==> config.mk <==
export PLATFORM = sky130hd
export DESIGN_NAME = centisecond_stopwatch
export DESIGN_NICKNAME = d
export VERILOG_FILES = /design/src/rtl/centisecond_stopwatch_pkg.sv /design/src/rtl/centisecond_stopwatch_bcd_digit_counter.sv /design/src/rtl/centisecond_stopwatch.sv
export SDC_FILE = /design/constraint.sdc
export NUM_CORES = 1
export LEC_CHECK = 0
export BUFFER_PORTS_ARGS = -buffer_cell sky130_fd_sc_hd__clkbuf_2
export CAP_MARGIN = 20
export CORE_AREA = 2 2 81 83
export DETAILED_ROUTE_END_ITERATION = 10
export DIE_AREA = 0 0 83 85
export PLACE_DENSITY = 0.77
export RECOVER_POWER = 100
export SYNTH_ARGS = -nofsm -noshare
export SYNTH_HDL_FRONTEND = slang
export SYNTH_HIERARCHICAL = 1
export SYNTH_SLANG_ARGS = --single-unit
export TNS_END_PERCENT = 50
==> constraint.sdc <==
create_clock -name clock -period 6.19 [get_ports clock]
set_clock_uncertainty 0.05 [all_clocks]
set_input_delay 0.9285 -clock clock [delete_from_list [all_inputs] [get_ports clock]]
set_output_delay 0.9285 -clock clock [all_outputs]
set_load 0.1 [all_outputs]
==> src/rtl/centisecond_stopwatch_pkg.sv <==
// Shared definitions for the centisecond stopwatch: FSM states, BCD sizing
// and the per-digit maximum values of the MM:SS.CC chain.
package centisecond_stopwatch_pkg;

    localparam int BCD_W  = 4;
    localparam int DIGITS = 6;

    // Digit maxima, least significant digit first: cs_o, cs_t, sec_o, sec_t, min_o, min_t
    localparam logic [DIGITS*BCD_W-1:0] DIGIT_MAX = 24'h995999;

    typedef enum logic [1:0] {
        ST_IDLE    = 2'd0,
        ST_RUNNING = 2'd1,
        ST_PAUSED  = 2'd2
    } state_t;

endpackage

==> src/rtl/centisecond_stopwatch_bcd_digit_counter.sv <==
// One BCD digit of the stopwatch chain; rolls over after MAX and reports a
// carry in the same cycle so a single tick ripples through every digit.
module bcd_digit_counter
    import centisecond_stopwatch_pkg::*;
#(
    parameter logic [BCD_W-1:0] MAX = 4'd9
) (
    input  logic             clock,
    input  logic             reset,
    input  logic             clr,
    input  logic             inc,
    output logic [BCD_W-1:0] digit,
    output logic             carry
);

    logic [BCD_W-1:0] r_digit;

    always_ff @(posedge clock) begin
        if (reset || clr) begin
            r_digit <= '0;
        end else if (inc) begin
            r_digit <= (r_digit == MAX) ? '0 : r_digit + BCD_W'(1);
        end
    end

    assign digit = r_digit;
    assign carry = inc && (r_digit == MAX);

endmodule

==> src/rtl/centisecond_stopwatch.sv <==
// MM:SS.CC stopwatch: run/pause/idle control, six chained BCD digits with a
// configurable minute wrap, and a lap register that can freeze the display.
module centisecond_stopwatch
    import centisecond_stopwatch_pkg::*;
#(
    parameter int WRAP_MINUTES = 60
) (
    input  logic                    clock,
    input  logic                    reset,
    input  logic                    tick,
    input  logic                    start_stop,
    input  logic                    clear,
    input  logic                    lap,
    output logic [DIGITS*BCD_W-1:0] disp_digits,
    output logic                    running,
    output logic                    frozen,
    output logic                    wrap_pulse
);

    state_t                    r_state;
    logic                      r_frozen;
    logic                      r_running;
    logic                      r_wrap;
    logic [DIGITS*BCD_W-1:0]   r_held;
    logic [DIGITS*BCD_W-1:0]   r_disp;

    logic [DIGITS*BCD_W-1:0]   w_live;
    logic [DIGITS:0]           w_chain;
    logic [6:0]                w_minutes;
    logic                      w_count;
    logic                      w_at_last;
    logic                      w_wrap;
    logic                      w_clr_live;

    // Only the registered state decides counting, so a tick alongside the
    // start_stop that leaves RUNNING counts and one that enters it does not.
    assign w_count    = tick && (r_state == ST_RUNNING) && !clear;
    assign w_chain[0] = w_count;

    for (genvar g = 0; g < DIGITS; g++) begin : g_digit
        bcd_digit_counter #(
            .MAX(DIGIT_MAX[g*BCD_W +: BCD_W])
        ) u_digit (
            .clock(clock),
            .reset(reset),
            .clr  (w_clr_live),
            .inc  (w_chain[g]),
            .digit(w_live[g*BCD_W +: BCD_W]),
            .carry(w_chain[g+1])
        );
    end

    assign w_minutes = 7'(w_live[23:20]) * 7'd10 + 7'(w_live[19:16]);
    assign w_at_last = (w_minutes == 7'(WRAP_MINUTES - 1)) && (w_live[15:0] == 16'h5999);

    // A carry out of min_t is also a rollover to zero, even though legal
    // WRAP_MINUTES values always wrap before it can happen.
    assign w_wrap     = (w_count && w_at_last) || w_chain[DIGITS];
    assign w_clr_live = clear || w_wrap;

    always_ff @(posedge clock) begin
        if (reset) begin
            r_state   <= ST_IDLE;
            r_frozen  <= 1'b0;
            r_running <= 1'b0;
            r_wrap    <= 1'b0;
            r_held    <= '0;
            r_disp    <= '0;
        end else begin
            r_wrap <= w_wrap;
            r_disp <= clear ? '0 : (r_frozen ? r_held : w_live);
            if (clear) begin
                r_state   <= ST_IDLE;
                r_frozen  <= 1'b0;
                r_running <= 1'b0;
            end else if (start_stop) begin
                case (r_state)
                    ST_IDLE, ST_PAUSED: begin
                        r_state   <= ST_RUNNING;
                        r_running <= 1'b1;
                    end
                    ST_RUNNING: begin
                        r_state   <= ST_PAUSED;
                        r_running <= 1'b0;
                    end
                    default: begin
                        r_state   <= ST_IDLE;
                        r_running <= 1'b0;
                    end
                endcase
            end else if (lap) begin
                if (r_state == ST_RUNNING) begin
                    if (!r_frozen) begin
                        r_held <= w_live;
                    end
                    r_frozen <= !r_frozen;
                end else if (r_state == ST_PAUSED) begin
                    r_frozen <= 1'b0;
                end
            end
        end
    end

    assign disp_digits = r_disp;
    assign running     = r_running;
    assign frozen      = r_frozen;
    assign wrap_pulse  = r_wrap;

endmodule

==> metrics.yaml, run 1 <==
setup_violations: 0
layout-drive-gt1-share_pct: 11.4
yosysTopAreaCellShare_pct: 44.0
cts_buffers: 9
fill_cells: 530
gp_congestion: 0.821
seqPwrFrac_pct: 53.8
min_path_type: "flip-flop to flip-flop"
clk_latency_ps: 350
vias: 2745
synth_area_leaders: "dfxtp_1 44%, mux2i_1 7.4%, nand3_1 4.1%"
ys_seq_area_share_pct: 44.0
yosysUniqueCellTypes: 44
wl_um: 7020
ys_seq_elements: 77
numPortBuffers: 32
slew_viol_final: 81
register_area_mm2: 0.00154
multiInputGateArea_mm2: 0.00180
syn_inst: 369
yosys_most_used_dff: "dfxtp_1"
final_nets: 418
grt_setup_unrepaired: "no"
cp-start-kind: "input pin"
dieWidth_um: 83
boundaryPins: 33
synth.cell_area_mm2: 0.00350
post-synth-top-area-cell: "dfxtp_1"
drt-initial-drc-count: 178
drt-wirelength-per-cell_um: 14.6
cap_viol_max_count: 2
ir_worst_vdd_mv: 0.134
antenna_found_initial: 0
power.density_mw_per_mm2: 240
fmax_mhz: 186
p_total_mw: 0.923
cts_tree: "built"
avgSynthCellArea_um2: 9.49
cts_resized: 0
violations: "capacitance limit, slew limit"
p_clk_share_pct: 42.9
die_area_mm2: 0.00706
die_h_um: 85
htreeDepth: 3
cts.clk_slew.worst_paths_ps: 80
core_mm2: 0.00620
tightest_slew_ps: 2340
outcome: "finished with violations"
synth-edff-count: 0
dp_hpwl_um: 4490
drc: 0
power_frac_comb_pct: 3.4
gr-usage-all-layers_pct: 20.8
grt_first_pass_wirelength_um: 11800
area_delta_synth_final_pct: 9.86
final_core_util_pct: 62.0
p_leak_nw: 1.22
wl_met3_um: 364
synthArstFlopShare_pct: 0
grt_remaining_overflow: 0
first_global_vias: 2530
p_int_mw: 0.721
hold_violations: 0
met2_length_um: 3170
final_common_cell: "dfxtp_1"
drtAntennaViolNets: 0
slew_headroom_pct: -56.3
worstPathArrival_ps: 5470
clockRootBuffer: "clkbuf_8"
worstPathMaxFanout: 24
swShare_pct: 21.9
cts_buffer_depth: 2
wl_met1_um: 3360
worstPathRequired_ps: 6270
numClockSinks: 77
viasPerCell: 5.71
num_rows: 29
first_pass_iters: 4
synth_warnings: 6
insertedDiodeCount: 0
cts_hold_buf: 0
post-cts-setup-buffers: 0
final.period_utilization_pct: 87.1
critPathKind: "input pin to flip-flop"
fin_crit_ps: 5390
p_switching_mw: 0.202
end_kind: "flip-flop"
setup_tns_ps: 0
syn_nets: 388
grt_max_degree: 52
top_layer: "met4"
layout_common_cells: "77 x dfxtp_1, 34 x o21ai_0, 32 x nor2_1, 32 x clkbuf_1, 29 x nand3_1"
start_util_pct: 56.5
-- synthesized netlist by cell type, drive strengths merged, types with 6 or more instances --
| master | instances |
|---|---|
| nor2 | 32 |
| nor3 | 12 |
| nand3 | 29 |
| buf | 17 |
| ha | 11 |
| a211oi | 14 |
| inv | 10 |
| mux2i | 26 |
| nor2b | 12 |
| dfxtp | 77 |
| and4b | 7 |
| a21oi | 24 |
| o21ai | 36 |
| nand2 | 12 |
| xor2 | 6 |
| xnor2 | 8 |
-- final timing paths --
path,startpoint,endpoint,slack [ps],cells past startpoint
worst min register to register,r_held[19],r_held[19],430,2
worst max-delay path,clear,g_digit[2].u_digit/digit[0],800,19
worst max register to register,r_state[1],g_digit[2].u_digit/digit[0],820,20
worst min-delay path,r_held[19],r_held[19],430,2
-- per-layer routing --
layer	track usage (%)	vias to the layer above
met5	0	-
met4	8.79	0
met3	5.54	10
met2	32.0	68
met1	27.8	1295
li1	-	1372
-- registers in the layout, indices dropped and copies added (netlist names) --
name,cells
running,1
r_held,24
g_digit.u_digit/digit,24
wrap_pulse,1
disp_digits,24
r_state,2
frozen,1
-- cell type report --
class                           count  area share, %
Multi-Input combinational cell    262           46.7
Timing Repair Buffer               39           4.32
Clock buffer                       13           4.39
Sequential cell                    77           40.1
Inverter                           10          0.975
Tap cell                           77           2.50
Clock inverter                      3           1.11
-- cells by family (layout without fill, tap and decap cells) --
kind of cell / after synthesis / count (layout) / synth area share, %
adder cells (fa/ha/maj): 13 / 13 / 5.07
flip-flops: 77 / 77 / 44.0
AND/OR/NAND/NOR: 129 / 129 / 21.5
multiplexers: 26 / 26 / 7.43
XOR/XNOR: 14 / 14 / 3.50
AO/OA/AOI/OAI: 80 / 80 / 13.9
buffers and inverters: 30 / 65 / 4.54
-- per-stage QoR --
step / area, µm² / hold slack, ps / worst slack (ps) / instances
floorplan: 3500 / 408 / 587 / 369
global placement: 3690 / 415 / 816 / 464
detailed placement: 3710 / 421 / 554 / 465
CTS: 3920 / 431 / 903 / 481
global route: 3850 / 454 / 228 / 481
finish: 3850 / 426 / 799 / 481
-- power by group through the flow --
stage | combinational (mW) | sequential [mW] | clock, mW
5_1_grt | 0.0337 | 0.496 | 0.424
3_5_place_dp | 0.0325 | 0.508 | 0
6_report | 0.0310 | 0.496 | 0.396
2_1_floorplan | 0.0204 | 0.510 | 0
4_1_cts | 0.0326 | 0.496 | 0.404
3_3_place_gp | 0.0316 | 0.508 | 0
-- critical path, stage by stage --
cell and delay (ps):
clkbuf_2 90, and3b_1 340, nand2_2 100, nor3b_1 460, nand2_2 130, nor3b_1 490, nand2_2 130, nor3b_1 490
nand2_2 130, nor4b_1 350, clkbuf_1 230, nand2_2 90, nor3b_1 480, nand2_2 130, nor3b_1 290, nor2_1 80
o41ai_2 60, buf_4 340, nor3_1 110
Note: power is estimated with default switching activity, not from simulation.
==> run 2: changes to the inputs <==
--- a/config.mk
+++ b/config.mk
@@ -8,6 +8,7 @@
 export BUFFER_PORTS_ARGS = -buffer_cell sky130_fd_sc_hd__clkbuf_2
 export CAP_MARGIN = 20
 export CORE_AREA = 2 2 81 83
+export CTS_BUF_LIST = sky130_fd_sc_hd__clkbuf_16
 export DETAILED_ROUTE_END_ITERATION = 10
 export DIE_AREA = 0 0 83 85
 export PLACE_DENSITY = 0.77
==> metrics.yaml, run 2 (synthesis gave the netlist of run 1 again) <==
cts_buffers: 9  # unchanged
grt_setup_unrepaired: "no"
clockRootBuffer: "clkbuf_16"
cts_buffer_depth: 2  # unchanged
die_h_um: 85  # unchanged
tightest_slew_ps: 2310  # -35.2 ps
setup_tns_ps: 0  # unchanged
drt-wirelength-per-cell_um: 14.5  # -0.56%
dp_hpwl_um: 4490  # unchanged
power.density_mw_per_mm2: 261  # +8.7%
final_common_cell: "dfxtp_1"
die_area_mm2: 0.00706  # unchanged
cts_tree: "built"
min_path_type: "flip-flop to flip-flop"
cts.clk_slew.worst_paths_ps: 60  # -20 ps
worstPathRequired_ps: 6250  # -20 ps
hold_violations: 0  # unchanged
final.period_utilization_pct: 87.8  # +0.71 points
r2r_start: "r_state[1]"
gp_congestion: 0.821  # unchanged
outcome: "finished with violations"
cts_hold_buf: 0  # unchanged
boundaryPins: 33  # unchanged
violations: "capacitance limit, slew limit"
cap_viol_max_count: 2  # unchanged
grt_max_degree: 52  # unchanged
worstPathArrival_ps: 5490  # +20 ps
drt-initial-drc-count: 174  # -2.2%
htreeDepth: 3  # unchanged
insertedDiodeCount: 0  # unchanged
drtAntennaViolNets: 0  # unchanged
clk_latency_ps: 330  # -20 ps
worstPathMaxFanout: 24  # unchanged
area_delta_synth_final_pct: 11.9
min-delay-start: "r_held[19]"
ir_worst_vdd_mv: 0.197  # +47%
cts_resized: 0  # unchanged
post-cts-setup-buffers: 0  # unchanged
numClockSinks: 77  # unchanged
layout-drive-gt1-share_pct: 10.6  # -0.74 points
first_pass_iters: 4  # unchanged
first_global_vias: 2524  # -0.24%
viasPerCell: 5.75  # +0.80%
worstSetupEndpoint: "g_digit[2].u_digit/digit[0]"
p_leak_nw: 1.25  # +2.7%
r2r_end: "g_digit[2].u_digit/digit[0]"
wl_um: 6980  # -0.56%
grt_first_pass_wirelength_um: 11800  # -0.35%
fmax_mhz: 184  # -0.81%
final_nets: 418  # unchanged
numPortBuffers: 32  # unchanged
r2r_cells: 20  # unchanged
num_rows: 29  # unchanged
core_mm2: 0.00620  # unchanged
fill_cells: 527  # -0.57%
vias: 2767  # +0.80%
gr-usage-all-layers_pct: 20.5  # -0.28 points
layout_setup_ws_ps: 755  # -44.2 ps
end_kind: "flip-flop"
reg2reg_slack_ps: 810  # about the same
slew_viol_final: 81  # unchanged
grt_remaining_overflow: 0  # unchanged
start_util_pct: 56.5  # unchanged
drc: 0  # unchanged
cp-start-kind: "input pin"
setup_violations: 0  # unchanged
slew_headroom_pct: -53.9  # +2.3 points
holdWs_ps: 424  # -2.08 ps
layout_common_cells: "77 x dfxtp_1, 34 x o21ai_0, 32 x nor2_1, 31 x clkbuf_1, 29 x nand3_1"
pre_cts_ws_ps: 554  # unchanged
fin_crit_ps: 5430  # +44.2 ps
crit_path_start: "clear"
critPathKind: "input pin to flip-flop"
antenna_found_initial: 0  # unchanged
dieWidth_um: 83  # unchanged
## run 2: changes by cell type in the layout (fill, tap and decap cells not counted)
cell,previous run,this run
clkbuf_1,32,31
clkbuf_16,0,9
inv_1,9,10
clkbuf_8,12,0
clkinv_1,0,3
## run 2: how the worst min path moves through the flow
stage	to	slack [ps]	depth (start not counted)
after CTS	r_held[23]	430	2
final	r_held[19]	420	2
after global routing	r_held[23]	450	2
after global placement	r_held[15]	410	2
after detailed placement	r_held[23]	420	2
after floorplan	r_held[7]	410	2
## run 2: routing by layer
metal / GRT usage, % / part of all wire, %
met1: 28.0 / 48
met2: 31.3 / 45
met3: 5.25 / 5.3
met4: 8.20 / 1.5
met5: 0 / 0
## run 2: final cells by class
type                       instances  area [µm²]  share of cell area, %
timing repair buffer              39         166                   4.25
multi-input combinational        262        1800                   45.8
sequential                        77        1540                   39.3
clock inverter                     7        57.6                   1.47
clock buffer                       9         225                   5.75
tap                               77        96.3                   2.46
inverter                          10        37.5                  0.958
## run 2: critical path: stages
cell and delay, ps:
clkbuf_2 90, and3b_1 340, nand2_2 100, nor3b_1 470
nand2_2 130, nor3b_1 490, nand2_2 130, nor3b_1 480
nand2_2 130, nor4b_1 360, clkbuf_1 240, nand2_2 100
nor3b_1 490, nand2_2 130, nor3b_1 290, nor2_1 90
o41ai_2 60, buf_4 340, nor3_1 110
## run 2: where the power goes
group / internal, mW / switching, mW
Combinational: 0.00667 / 0.0241
Clock: 0.305 / 0.189
Sequential: 0.497 / 0.000690
## run 2: stage by stage
stage	instance area [µm²]	util, %	power (mW)	cells
6_report	3920	63.2	1.02	481
5_1_grt	3920	63.2	1.06	481
4_1_cts	3990	64.3	1.03	481
3_5_place_dp	3710	59.7	0.541	465
3_3_place_gp	3690	59.5	0.540	464
2_1_floorplan	3500	-	0.531	369
==> run 3: changes to the inputs <==
--- a/config.mk
+++ b/config.mk
@@ -5,13 +5,14 @@
 export SDC_FILE = /design/constraint.sdc
 export NUM_CORES = 1
 export LEC_CHECK = 0
+export ABC_AREA = 1
 export BUFFER_PORTS_ARGS = -buffer_cell sky130_fd_sc_hd__clkbuf_2
 export CAP_MARGIN = 20
 export CORE_AREA = 2 2 81 83
 export CTS_BUF_LIST = sky130_fd_sc_hd__clkbuf_16
 export DETAILED_ROUTE_END_ITERATION = 10
 export DIE_AREA = 0 0 83 85
-export PLACE_DENSITY = 0.77
+export PLACE_DENSITY = 0.78
 export RECOVER_POWER = 100
 export SYNTH_ARGS = -nofsm -noshare
 export SYNTH_HDL_FRONTEND = slang
==> metrics.yaml, run 3 <==
p_leak_nw: 1.62  # +29%
final_common_cell: "nand2_1"
ys_seq_area_share_pct: 43.0  # -0.97 points
die_area_mm2: 0.00706  # unchanged
worstPathArrival_ps: 3930  # -1560 ps
synth_common_cells: "104 x nand2_1, 89 x inv_1, 77 x dfxtp_1"
grt_max_degree: 51  # -1.9%
numClockSinks: 77  # unchanged
fin_crit_ps: 3760  # -1670 ps
cp_common_cell: "nand2_1"
synth-edff-count: 0  # unchanged
outcome: "completed"
grt_first_pass_wirelength_um: 13000  # +11%
drtAntennaViolNets: 0  # unchanged
setup_tns_ps: 0  # unchanged
gp_congestion: 0.866  # +5.5%
synth_warnings: 6  # unchanged
wl_um: 7470  # +7.0%
slew_headroom_pct: 21.4  # +75 points
hold_violations: 0  # unchanged
drt-initial-drc-count: 135  # -22%
cpMaxStageDelayCell: "nor2_1"
cts_hold_buf: 0  # unchanged
ir_worst_vdd_mv: 0.246  # +25%
reg2reg_slack_ps: 2430  # +1620 ps
insertedDiodeCount: 0  # unchanged
post-cts-setup-buffers: 0  # unchanged
start_util_pct: 57.7  # +1.3 points
dp_hpwl_um: 5150  # +15%
synthArstFlopShare_pct: 0  # unchanged
core_mm2: 0.00620  # unchanged
cpPeakStageDelay_ps: 230  # -260 ps
min_path_type: "flip-flop to flip-flop"
place_inst: 598  # +29%
cts_resized: 0  # unchanged
area_delta_synth_final_pct: 13.5
fill_cells: 563  # +6.8%
final.period_utilization_pct: 60.8  # -27 points
avgSynthCellArea_um2: 7.15  # -25%
ys_seq_elements: 77  # unchanged
layout_common_cells: "105 x nand2_1, 95 x inv_1, 77 x dfxtp_1, 65 x nor2_1, 37 x a21oi_1"
drt-wirelength-per-cell_um: 12.2  # -16%
vias: 3084  # +11%
yosysUniqueCellTypes: 24  # -45%
power.density_mw_per_mm2: 289  # +11%
cap_viol_max_count: 0  # -2
fmax_mhz: 266  # +44%
cts_buffer_depth: 2  # unchanged
grt_setup_unrepaired: "no"
grt_remaining_overflow: 0  # unchanged
post-synth-top-area-cell: "dfxtp_1"
syn_nets: 520  # +34%
drc: 0  # unchanged
cts.clk_slew.worst_paths_ps: 60  # about the same
syn_inst: 501  # +36%
clockRootBuffer: "clkbuf_16"
finalNonFillerCells: 613  # +27%
worstPathMaxFanout: 6  # -75%
cp-start-kind: "input pin"
boundaryPins: 33  # unchanged
die_h_um: 85  # unchanged
first_global_vias: 2961  # +17%
synth_area_leaders: "dfxtp_1 43%, nand2_1 11%, inv_1 9.3%"
yosysTopAreaCellShare_pct: 43.0  # -0.97 points
tightest_slew_ps: 1180  # -1120 ps
synth.cell_area_mm2: 0.00358  # +2.3%
gr-usage-all-layers_pct: 22.9  # +2.4 points
num_rows: 29  # unchanged
critPathKind: "input pin to flip-flop"
synth.most_common_cell: "nand2_1"
setup_violations: 0  # unchanged
cts_tree: "built"
numPortBuffers: 32  # unchanged
worstPathRequired_ps: 6360  # +110 ps
final_nets: 551  # +32%
first_pass_iters: 4  # unchanged
dieWidth_um: 83  # unchanged
slew_viol_final: 0  # -100%
end_kind: "flip-flop"
clk_latency_ps: 330  # about the same
layout-drive-gt1-share_pct: 7.09  # -3.6 points
cts_buffers: 9  # unchanged
antenna_found_initial: 0  # unchanged
viasPerCell: 5.03  # -13%
htreeDepth: 3  # unchanged
yosys_most_used_dff: "dfxtp_1"
[run 3: cell count changes after synthesis, moves of 15 or more]
cell and delta:
inv_1 +80, mux2i_1 -26, nand2_1 +98, nand3_1 -15, nor2_1 +28, o21a_1 +24, o21ai_1 -15
[run 3: cells by family (layout without fill, tap and decap cells)]
logic type	after synthesis	after routing	synth area share [%]
compound gates	98	98	16.0
flops	77	77	43.0
buf+inv	115	150	12.6
simple gates	197	197	23.2
fa+ha+maj	13	13	4.96
xor+xnor	1	1	0.245
[run 3: layer usage]
metal,global-route usage [%],part of all wire (%),vias up
met5,0,0,-
met4,9.24,2.3,0
met3,6.03,3.6,15
met2,42.9,53,54
met1,24.4,41,1420
li1,-,-,1595
[run 3: final cells by class]
| class | instances | area, µm² | share of cell area, % |
|---|---|---|---|
| clock buffer | 9 | 225 | 5.54 |
| clock inverter | 6 | 136 | 3.35 |
| inverter | 101 | 379 | 9.33 |
| multi-input combinational | 309 | 1550 | 38.0 |
| sequential | 77 | 1540 | 37.9 |
| tap | 77 | 96.3 | 2.37 |
| timing repair buffer | 34 | 140 | 3.45 |
[run 3: worst max-delay path: cells and delay by family]
kind	cells	cell delay, ps
AND/OR/NAND/NOR	18	1680
buffers and inverters	14	1310
[run 3: report_power, final]
part	internal (mW)	switching, mW	leakage (nW)
combinational	0.0105	0.0304	0.828
clock	0.433	0.199	0.172
sequential	0.499	0.00156	0.621
[run 3: per-stage QoR]
step,instance area [µm²],total power [mW],hold WS [ps],setup WS [ps],util (%)
2_1_floorplan,3580,0.546,379,2580,-
3_3_place_gp,3780,0.554,388,2200,61.0
3_5_place_dp,3780,0.556,393,2060,61.0
4_1_cts,4140,1.19,402,2340,66.8
5_1_grt,4070,1.21,423,1770,65.5
6_report,4070,1.17,402,2430,65.5
[run 3: worst paths after layout]
check	startpoint	cells past startpoint	end
worst max register to register	r_state[1]	33	g_digit[5].u_digit/digit[1]
worst min register to register	r_held[19]	2	r_held[19]
worst max-delay path	tick	32	g_digit[5].u_digit/digit[1]
worst min-delay path	r_held[19]	2	r_held[19]
